[config.mk]
export PLATFORM = sky130hd
export DESIGN_NAME = rackctl_txn_ctrl_flat
export DESIGN_NICKNAME = d
export VERILOG_FILES = /design/src/rtl/rackctl_txn_ctrl_if.sv /design/src/rtl/rackctl_txn_ctrl.sv /design/src/flat_wrapper.sv
export SDC_FILE = /design/constraint.sdc
export NUM_CORES = 1
export LEC_CHECK = 0
export ABC_AREA = 1
export BUFFER_PORTS_ARGS = -buffer_cell sky130_fd_sc_hd__clkbuf_2
export CAP_MARGIN = 20
export CELL_PAD_IN_SITES_DETAIL_PLACEMENT = 1
export CELL_PAD_IN_SITES_GLOBAL_PLACEMENT = 2
export CORE_MARGIN = 2
export CORE_UTILIZATION = 29
export DETAILED_ROUTE_END_ITERATION = 7
export GPL_ROUTABILITY_DRIVEN = 0
export PLACE_DENSITY_LB_ADDON = 0.1
export SLEW_MARGIN = 20
export SYNTH_ARGS = -nofsm -noshare
export SYNTH_HDL_FRONTEND = slang
export SYNTH_SLANG_ARGS = --single-unit
[constraint.sdc]
create_clock -name rxclk_i -period 3.48 [get_ports rxclk_i]
set_input_delay 0.696 -clock rxclk_i [delete_from_list [all_inputs] [get_ports rxclk_i]]
set_output_delay 0.696 -clock rxclk_i [all_outputs]
set_load 0.05 [all_outputs]
[src/rtl/rackctl_txn_ctrl_if.sv]
// SURF register-bus bundle between the rackctl transaction controller and
// the register file. The controller is the master: it issues one-cycle
// read/write strobes and waits for a one-cycle ack carrying read data.
interface rackctl_txn_ctrl_if;
  logic [22:0] addr;
  logic [31:0] wdat;
  logic        wr;
  logic        rd;
  logic        ack;
  logic [31:0] rdat;

  modport master (
    output addr,
    output wdat,
    output wr,
    output rd,
    input  ack,
    input  rdat
  );

  modport slave (
    input  addr,
    input  wdat,
    input  wr,
    input  rd,
    output ack,
    output rdat
  );
endinterface

[src/rtl/rackctl_txn_ctrl.sv]
// rackctl transaction controller, SURF side.
// Mode 0 turns each received link transaction into one register-bus access
// and returns the response word. Mode 1 arbitrates two local message sources
// round-robin and spaces consecutive done pulses by HOLDOFF+1 cycles.
// Mode 1 is left only through reset.
//
// state        | meaning
// -------------+----------------------------------------------------------
// ST_RESET     | one cycle after reset, outputs still at reset values
// ST_M0_IDLE   | mode 0, waiting for a link transaction or mode-1 request
// ST_BUS_ISSUE | drive the read or write strobe for the captured access
// ST_BUS_WAIT  | wait for bus ack or the access timeout
// ST_DONE      | done pulse is on the outputs; may enter mode 1 from here
// ST_M1_HOLD   | mode 1 hold-off between messages
// ST_M1_IDLE   | mode 1, grant the next requesting source
module rackctl_txn_ctrl #(
  parameter int unsigned TIMEOUT  = 100,
  parameter int unsigned HOLDOFF  = 40,
  parameter logic [31:0] ERR_RESP = 32'hDEADDEAD
) (
  input  logic                 rxclk_i,
  input  logic                 rst_i,
  input  logic                 mode1_en_i,
  output logic                 mode_o,
  input  logic [23:0]          txn_addr_i,
  input  logic [31:0]          txn_data_i,
  input  logic                 txn_valid_flag_i,
  output logic                 txn_done_flag_o,
  output logic [31:0]          txn_resp_o,
  output logic                 mode1_txn_type_o,
  rackctl_txn_ctrl_if.master   bus,
  output logic                 timeout_o,
  input  logic [1:0]           req_i,
  input  logic [1:0]           req_type_i,
  input  logic [63:0]          req_dat_i,
  output logic [1:0]           grant_o
);

  localparam logic [2:0] ST_RESET     = 3'd0;
  localparam logic [2:0] ST_M0_IDLE   = 3'd1;
  localparam logic [2:0] ST_BUS_ISSUE = 3'd2;
  localparam logic [2:0] ST_BUS_WAIT  = 3'd3;
  localparam logic [2:0] ST_DONE      = 3'd4;
  localparam logic [2:0] ST_M1_HOLD   = 3'd5;
  localparam logic [2:0] ST_M1_IDLE   = 3'd6;

  // Timeout fires when the counter, cleared on BUS_WAIT entry, equals TIMEOUT.
  localparam logic [7:0] TMO_LIMIT = 8'(TIMEOUT);
  // Hold-off starts at 0 and lasts HOLDOFF cycles, so the last count is HOLDOFF-1.
  localparam logic [7:0] HOLD_LAST = 8'(HOLDOFF - 1);

  logic [2:0]  state;
  logic [23:0] addr_q;
  logic [31:0] data_q;
  logic [7:0]  tmo_cnt;
  logic [7:0]  hold_cnt;
  logic        prio;
  logic        sel;

  logic        mode_q;
  logic        done_q;
  logic [31:0] resp_q;
  logic        type_q;
  logic [22:0] bus_addr_q;
  logic [31:0] bus_wdat_q;
  logic        bus_wr_q;
  logic        bus_rd_q;
  logic        timeout_q;
  logic [1:0]  grant_q;

  // Round-robin pick: with both sources asking, the favoured one wins.
  always_comb begin
    sel = 1'b0;
    if (req_i[0] && req_i[1]) begin
      sel = prio;
    end else begin
      sel = req_i[1];
    end
  end

  // Main controller state machine; every output is a register written here.
  always_ff @(posedge rxclk_i) begin
    if (rst_i) begin
      state      <= ST_RESET;
      addr_q     <= '0;
      data_q     <= '0;
      tmo_cnt    <= '0;
      hold_cnt   <= '0;
      prio       <= 1'b0;
      mode_q     <= 1'b0;
      done_q     <= 1'b0;
      resp_q     <= '0;
      type_q     <= 1'b0;
      bus_addr_q <= '0;
      bus_wdat_q <= '0;
      bus_wr_q   <= 1'b0;
      bus_rd_q   <= 1'b0;
      timeout_q  <= 1'b0;
      grant_q    <= '0;
    end else begin
      bus_wr_q <= 1'b0;
      bus_rd_q <= 1'b0;
      done_q   <= 1'b0;
      grant_q  <= '0;

      case (state)
        ST_RESET: begin
          state <= ST_M0_IDLE;
        end

        ST_M0_IDLE: begin
          if (txn_valid_flag_i) begin
            addr_q <= txn_addr_i;
            data_q <= txn_data_i;
            state  <= ST_BUS_ISSUE;
          end else if (mode1_en_i) begin
            mode_q   <= 1'b1;
            hold_cnt <= '0;
            state    <= ST_M1_HOLD;
          end
        end

        ST_BUS_ISSUE: begin
          bus_addr_q <= addr_q[22:0];
          bus_wdat_q <= data_q;
          if (addr_q[23]) begin
            bus_rd_q <= 1'b1;
          end else begin
            bus_wr_q <= 1'b1;
          end
          tmo_cnt <= '0;
          state   <= ST_BUS_WAIT;
        end

        ST_BUS_WAIT: begin
          // An ack wins over a timeout landing in the same cycle.
          if (bus.ack) begin
            resp_q <= addr_q[23] ? bus.rdat : data_q;
            type_q <= 1'b0;
            done_q <= 1'b1;
            state  <= ST_DONE;
          end else if (tmo_cnt == TMO_LIMIT) begin
            resp_q    <= ERR_RESP;
            type_q    <= 1'b0;
            done_q    <= 1'b1;
            timeout_q <= 1'b1;
            state     <= ST_DONE;
          end else if (tmo_cnt != 8'hFF) begin
            tmo_cnt <= tmo_cnt + 8'd1;
          end
        end

        ST_DONE: begin
          // A deferred mode-1 request is taken here so mode_o rises right after done.
          if (mode1_en_i) begin
            mode_q   <= 1'b1;
            hold_cnt <= '0;
            state    <= ST_M1_HOLD;
          end else begin
            state <= ST_M0_IDLE;
          end
        end

        ST_M1_HOLD: begin
          if (hold_cnt == HOLD_LAST) begin
            state <= ST_M1_IDLE;
          end else begin
            hold_cnt <= hold_cnt + 8'd1;
          end
        end

        ST_M1_IDLE: begin
          if (|req_i) begin
            grant_q  <= sel ? 2'b10 : 2'b01;
            resp_q   <= sel ? req_dat_i[63:32] : req_dat_i[31:0];
            type_q   <= req_type_i[sel];
            done_q   <= 1'b1;
            prio     <= ~sel;
            hold_cnt <= '0;
            state    <= ST_M1_HOLD;
          end
        end

        default: begin
          state <= ST_RESET;
        end
      endcase
    end
  end

  assign mode_o           = mode_q;
  assign txn_done_flag_o  = done_q;
  assign txn_resp_o       = resp_q;
  assign mode1_txn_type_o = type_q;
  assign bus.addr         = bus_addr_q;
  assign bus.wdat         = bus_wdat_q;
  assign bus.wr           = bus_wr_q;
  assign bus.rd           = bus_rd_q;
  assign timeout_o        = timeout_q;
  assign grant_o          = grant_q;

endmodule

[src/flat_wrapper.sv]
// flat-port wrapper written by rule: the top's interface ports become plain ports
module rackctl_txn_ctrl_flat 
#(
  parameter int unsigned TIMEOUT  = 100,
  parameter int unsigned HOLDOFF  = 40,
  parameter logic [31:0] ERR_RESP = 32'hDEADDEAD
)
  (rxclk_i, rst_i, mode1_en_i, mode_o, txn_addr_i, txn_data_i, txn_valid_flag_i, txn_done_flag_o, txn_resp_o, mode1_txn_type_o, timeout_o, req_i, req_type_i, req_dat_i, grant_o, bus_addr, bus_wdat, bus_wr, bus_rd, bus_ack, bus_rdat);
  rackctl_txn_ctrl_if bus_i ();
  input  logic rxclk_i;
  input  logic rst_i;
  input  logic mode1_en_i;
  output logic mode_o;
  input  logic [23:0] txn_addr_i;
  input  logic [31:0] txn_data_i;
  input  logic txn_valid_flag_i;
  output logic txn_done_flag_o;
  output logic [31:0] txn_resp_o;
  output logic mode1_txn_type_o;
  output logic timeout_o;
  input  logic [1:0] req_i;
  input  logic [1:0] req_type_i;
  input  logic [63:0] req_dat_i;
  output logic [1:0] grant_o;
  output wire logic [$bits(bus_i.addr)-1:0] bus_addr;
  output wire logic [$bits(bus_i.wdat)-1:0] bus_wdat;
  output wire logic [$bits(bus_i.wr)-1:0] bus_wr;
  output wire logic [$bits(bus_i.rd)-1:0] bus_rd;
  input wire logic [$bits(bus_i.ack)-1:0] bus_ack;
  input wire logic [$bits(bus_i.rdat)-1:0] bus_rdat;
  assign bus_addr = bus_i.addr;
  assign bus_wdat = bus_i.wdat;
  assign bus_wr = bus_i.wr;
  assign bus_rd = bus_i.rd;
  assign bus_i.ack = bus_ack;
  assign bus_i.rdat = bus_rdat;
  rackctl_txn_ctrl #(.TIMEOUT(TIMEOUT), .HOLDOFF(HOLDOFF), .ERR_RESP(ERR_RESP)) u_core (.rxclk_i(rxclk_i), .rst_i(rst_i), .mode1_en_i(mode1_en_i), .mode_o(mode_o), .txn_addr_i(txn_addr_i), .txn_data_i(txn_data_i), .txn_valid_flag_i(txn_valid_flag_i), .txn_done_flag_o(txn_done_flag_o), .txn_resp_o(txn_resp_o), .mode1_txn_type_o(mode1_txn_type_o), .bus(bus_i), .timeout_o(timeout_o), .req_i(req_i), .req_type_i(req_type_i), .req_dat_i(req_dat_i), .grant_o(grant_o));
endmodule
==> impl_metrics.ini, run 1 <==
[run_status]
status = finished clean

[worst_setup_path]
required_ps = 3800
worstReg2RegStart = u_core.state[1]$_SDFFE_PP0P_
crit_path_start = u_core.state[1]$_SDFFE_PP0P_
r2r_cells = 7
crit_arrival_ps = 2560
startpoint_type = flip-flop
regToRegEndpoint = u_core.txn_resp_o[1]$_SDFFE_PP0P_
rrSetupSlack_ps = 1240
endpoint = u_core.txn_resp_o[1]$_SDFFE_PP0P_
critical_path_class = reg2reg
endpoint_kind = flip-flop
path_max_fanout = 35

[floorplan]
die_h_um = 166
dieArea_um2 = 27600
io_pins = 256
num_rows = 59
core_um2 = 26000
start_util_pct = 29.4
die_w_um = 166

[place]
pre_cts_ws_ps = 1150
io_buffer_count = 255
dpl_cell_area_um2 = 9090
dp_hpwl_um = 19200

[logic_synthesis]
ys_warn_count = 0
ys_types = 32
synth_compound_area_share_pct = 17.6
netlist_area_um2 = 7630
synth_seq_area_share_pct = 44.8
synthSimpleGateAreaFrac_pct = 29.3
synthCells = 1115
synthAdderAreaFrac_pct = 0.492
synth_xor_area_share_pct = 0
synth-seq-cells = 171
synthMuxAreaShare_pct = 0
synth_top_family_by_area = simple AND/OR/NAND/NOR gates
synth_fp_nets = 1279
avgSynthCellArea_um2 = 6.85

[sta]
whs_ps = 479
fin_tns_setup_ps = 0
skew_ps = 19.4
finalCritPeriodShare_pct = 64.5
maxSlewViolCount = 0
setup_viol = 0
fmax_ghz = 0.446
relSlewSlack_pct = 48.4
fin_crit_ps = 2240
setup_ws_ps = 1240
finalHoldViolations = 0
rsz0062_at_grt = false
worst-slew-pin-transition_ps = 773

[cells_and_area]
most-common-layout-cells = nor2_1 (305), clkbuf_2 (255), o21ai_0 (183), dfxtp_1 (171), nand2_1 (164)
syn2layout_area_growth_pct = 26.9
drive_gt1_share_pct = 24.9
finalNetCount = 1495
nFillCells = 3407
final_common_cell = nor2_1
design_area_um2 = 9690

[cts]
cts.reportedPaths.clkPinSlew_ps = 70
clock_latency_ps = 430
cts-resized-gates = 0
cts_setup_buffers = 0
numCtsBuffers = 17
clock_path_buffers = 2
hold_buffers = 0
cts_htree_levels = 4
cts_tree = done
cts_sinks = 171
cts-root-buf = clkbuf_16

[route]
wl_per_cell_um = 15.9
ant_nets = 0
drt_wl_total_um = 26800
drtIter0Drc = 313
drc = 0
vias = 7781
routed_via_density = 4.63
drt_first_pass_iters = 4

[global_routing]
grt_max_degree = 72
antenna_found_initial = 5
grt_pass1_wl_um = 41700
grt.total_usage_pct = 19.0
grt_pass1_vias = 7663
grt.overflow.total = 0

[flow_run]
max-cap-violations = 0

[pwr]
p_leak_uw = 0.00450
vdd_ir_drop_max_mv = 0.313
p_per_area_nw_per_um2 = 556
power_uw = 5390

[worst_hold_path]
holdPathStages = 2
hold_path_class = reg2reg
-- metal layers --
layer	part of all wire (%)	GRT usage [%]
met1	45	23.6
met2	48	32.0
met3	5.6	5.67
met4	1.4	5.13
met5	0.049	0
-- worst min path at each step --
| stage | from | endpoint | slack, ps |
|---|---|---|---|
| after floorplan | u_core.data_q[1]$_SDFFE_PP0P_ | u_core.bus.wdat[1]$_SDFFE_PP0P_ | 440 |
| after global placement | u_core.addr_q[19]$_SDFFE_PP0P_ | u_core.addr_q[19]$_SDFFE_PP0P_ | 460 |
| after detailed placement | u_core.addr_q[13]$_SDFFE_PP0P_ | u_core.addr_q[13]$_SDFFE_PP0P_ | 470 |
| after CTS | txn_addr_i[17] | u_core.addr_q[17]$_SDFFE_PP0P_ | 480 |
| after global routing | u_core.addr_q[13]$_SDFFE_PP0P_ | u_core.addr_q[13]$_SDFFE_PP0P_ | 500 |
| final | u_core.addr_q[13]$_SDFFE_PP0P_ | u_core.addr_q[13]$_SDFFE_PP0P_ | 480 |
-- state kept, by name (all words and copies together), names as in the netlist --
register,count
u_core.addr_q,24
u_core.bus.addr,23
u_core.bus.rd,1
u_core.bus.wdat,32
u_core.bus.wr,1
u_core.data_q,32
u_core.grant_o,2
u_core.hold_cnt,8
u_core.mode1_txn_type_o,1
u_core.mode_o,1
u_core.prio,1
u_core.state,3
u_core.timeout_o,1
u_core.tmo_cnt,8
u_core.txn_done_flag_o,1
u_core.txn_resp_o,32
-- cell usage after synthesis --
master / instances / share of area [%]
nor2_1: 305 / 15
o21ai_0: 183 / 12
dfxtp_1: 171 / 45
nand2_1: 165 / 8.1
inv_1: 55 / 2.7
a21oi_1: 53 / 3.5
clkbuf_1: 42 / 2.1
nand3_1: 41 / 2.7
o21ai_1: 21 / 1.4
buf_2: 12 / 0.79
inv_2: 10 / 0.49
buf_4: 7 / 0.69
buf_6: 6 / 0.88
nor3_1: 6 / 0.39
nand2_2: 4 / 0.33
nand4_1: 4 / 0.33
nor2_4: 4 / 0.59
ha_1: 3 / 0.49
nand3_2: 3 / 0.39
nand3_4: 3 / 0.69
a31oi_1: 2 / 0.16
clkbuf_2: 2 / 0.13
nand2_4: 2 / 0.29
o21bai_1: 2 / 0.20
or2_2: 2 / 0.16
a21oi_2: 1 / 0.11
a31o_2: 1 / 0.11
buf_1: 1 / 0.049
nand3b_1: 1 / 0.098
nor2_2: 1 / 0.082
nor3b_2: 1 / 0.16
o21ai_2: 1 / 0.11
-- cell families after synthesis --
logic type / after synthesis
AOI/OAI and AO/OA: 264
and+or+nand+nor: 542
DFF: 171
buffers and inverters: 135
adders and majority gates: 3
-- through the flow --
stage          instances  util (%)
6_report            1682      37.3
3_3_place_gp        1647      35.0
2_1_floorplan       1115         -
5_1_grt             1682      37.3
3_5_place_dp        1647      35.0
4_1_cts             1679      37.2
-- area by class of cell --
type,count,area (µm²),area share [%]
multi-input cells,809,3620,37.4
flip-flops and latches,171,3420,35.3
repair buffers,267,1380,14.2
clock buffers,17,425,4.39
well taps,335,419,4.33
inverters,65,246,2.54
clock inverters,15,166,1.72
diodes,3,7.51,0.0775
-- worst max-delay path, stage by stage (launching register included) --
cell and delay [ps]:
dfxtp_1 600, nand2_2 120, nor2_4 250, nand3_4 150, nand3_4 370, inv_2 380
nor2_1 180, nor2_1 70
-- power by group --
group | total (µW) | switching (µW) | internal (µW)
Combinational | 1210 | 864 | 343
Clock | 1930 | 954 | 973
Sequential | 2250 | 115 | 2140
(Power assumes the default switching activity.)
==> inputs of run 2 (changes only) <==
--- a/config.mk
+++ b/config.mk
@@ -11,7 +11,7 @@
 export CELL_PAD_IN_SITES_DETAIL_PLACEMENT = 1
 export CELL_PAD_IN_SITES_GLOBAL_PLACEMENT = 2
 export CORE_MARGIN = 2
-export CORE_UTILIZATION = 29
+export CORE_UTILIZATION = 24
 export DETAILED_ROUTE_END_ITERATION = 7
 export GPL_ROUTABILITY_DRIVEN = 0
 export PLACE_DENSITY_LB_ADDON = 0.1
==> constraint.sdc (replaced) <==
create_clock -name rxclk_i -period 1.9 [get_ports rxclk_i]
set_input_delay 0.38 -clock rxclk_i [delete_from_list [all_inputs] [get_ports rxclk_i]]
set_output_delay 0.38 -clock rxclk_i [all_outputs]
set_load 0.05 [all_outputs]
==> run 2 against run 1 <==
- maximum frequency up 32%
- power rose by 87%
- via count barely moved
- critical path depth is 1 higher
- die area increased by 20%
- first-iteration DRC count increased by 1.3%
- non-clock buffer count is 12 higher
- clock skew decreased by 11 ps
- clock power increased by 89%
- core utilization shrank 5.6 points
- combinational power up 89%
- largest cell class unchanged
- highest routed layer unchanged
- sequential share of layout area is 0.95 points lower
==> impl_metrics.ini, run 2 (synthesis results as in run 1) <==
[floorplan]
io_pins = 256
start_util_pct = 24.3
num_rows = 65
dieArea_um2 = 33300
die_w_um = 182
core_um2 = 31500
die_h_um = 182

[route]
drtIter0Drc = 317
drt_wl_total_um = 29100
drc = 0
wl_per_cell_um = 16.6
vias = 7779
drt_first_pass_iters = 5
routed_via_density = 4.42
ant_nets = 0

[cts]
cts_htree_levels = 4
clock_latency_ps = 430
numCtsBuffers = 17
cts_tree = done
cts_sinks = 171
cts-root-buf = clkbuf_16
clock_path_buffers = 2
cts.reportedPaths.clkPinSlew_ps = 70

[pwr]
clkPwrFrac_pct = 36.2
comb_power_share_pct = 22.7
p_leak_uw = 0.00460
p_switching_uw = 3360
vdd_ir_drop_max_mv = 0.585
swShare_pct = 33.3
power.internal_uw = 6730
seqPwrFrac_pct = 41.1
p_per_area_nw_per_um2 = 1010

[cells_and_area]
fin_util_pct = 31.6
final_common_cell = nor2_1
drive_gt1_share_pct = 25.4
most-common-layout-cells = nor2_1 (305), clkbuf_2 (255), o21ai_0 (183), dfxtp_1 (169), nand2_1 (165)
finalNetCount = 1507
syn2layout_area_growth_pct = 30.4

[sta]
relSlewSlack_pct = 66.7
fmax_ghz = 0.587
rsz0062_at_grt = false
maxSlewViolCount = 0
finalCritPeriodShare_pct = 89.6
skew_ps = 8.49
fin_crit_ps = 1700
fin_tns_setup_ps = 0
finalHoldViolations = 0
worst-slew-pin-transition_ps = 495
setup_viol = 0

[worst_setup_path]
crit_arrival_ps = 2070
required_ps = 2260
critical_path_class = reg2reg
endpoint_kind = flip-flop
startpoint_type = flip-flop
path_max_fanout = 23

[worst_hold_path]
hold_path_class = in2reg

[global_routing]
grt.overflow.total = 0
grt_pass1_wl_um = 45300
grt.busiest_layer = met2
grtUsageMet2_pct = 31.4
met1_usage_pct = 20.7
grt_pass1_vias = 8176
antenna_found_initial = 7
grt.total_usage_pct = 17.6
grt_max_degree = 65
use_met3_pct = 5.31

[run_status]
status = finished clean

[flow_run]
max-cap-violations = 0

[place]
io_buffer_count = 255
dp_hpwl_um = 21600
==> run 2: cell types whose count changed in the layout (fill, tap and decap cells not counted), moves of 3 or more <==
cell / before / now
buf_12: 1 / 8
buf_4: 11 / 16
inv_8: 5 / 0
inv_6: 6 / 2
bufinv_16: 0 / 3
clkinv_8: 3 / 0
==> run 2: what timing repair did <==
item	4_1_cts	5_1_grt
hold buffers	0	0
resized for setup	0	4
buffers inserted	0	0
endpoints found under the setup margin	0	35
==> run 2: layout make-up <==
type	count	area, µm²
Antenna cell	2	5.00
Clock buffer	20	457
Clock inverter	10	141
Fill cell	4021	21500
Inverter	65	249
Multi-Input combinational cell	809	3620
Sequential cell	171	3430
Tap cell	402	503
Timing Repair Buffer	279	1560
==> run 2: power groups by stage <==
stage	clock (µW)	sequential [µW]	combinational, µW
after floorplan	0	4730	1030
after global placement	0	4230	2320
after detailed placement	0	4230	2330
after CTS	3800	4150	2340
after global routing	3950	4190	2550
final	3650	4150	2290
==> run 2: final timing paths <==
kind / startpoint / end / slack, ps / cells past startpoint
hold reg to reg: u_core.hold_cnt[7]$_SDFFE_PP0P_ / u_core.hold_cnt[7]$_SDFFE_PP0P_ / 480 / 2
setup reg to reg: u_core.tmo_cnt[0]$_SDFFE_PP0P_ / u_core.txn_resp_o[24]$_SDFFE_PP0P_ / 200 / 8
hold / removal: txn_addr_i[21] / u_core.addr_q[21]$_SDFFE_PP0P_ / 200 / 3
setup / recovery: u_core.tmo_cnt[0]$_SDFFE_PP0P_ / u_core.txn_resp_o[24]$_SDFFE_PP0P_ / 200 / 8
==> run 2: metal layers <==
layer	share of wire [%]	wire length [µm]
met5	0.093	27
met4	1.5	436
met3	5.5	1610
met2	50	14500
met1	43	12600
==> run 2: stage by stage <==
| step | setup slack, ps | hold slack (ps) | instances | cell area (µm²) | power (µW) |
|---|---|---|---|---|---|
| floorplan | 412 | 444 | 1115 | 7630 | 5760 |
| global placement | 153 | 458 | 1726 | 9350 | 6550 |
| detailed placement | 88.5 | 468 | 1726 | 9350 | 6570 |
| CTS | 68.9 | 179 | 1756 | 9940 | 10300 |
| global route | 26.5 | 196 | 1756 | 9950 | 10700 |
| finish | 198 | 201 | 1758 | 9960 | 10100 |
==> run 2: critical path, cell delays in order (launching register included) <==
cell and delay (ps):
dfxtp_1 330, inv_1 90, ha_1 160, nor3b_4 280, nand3_4 150, nand3_4 130
buf_4 270, o21ai_0 120, nor2_1 110
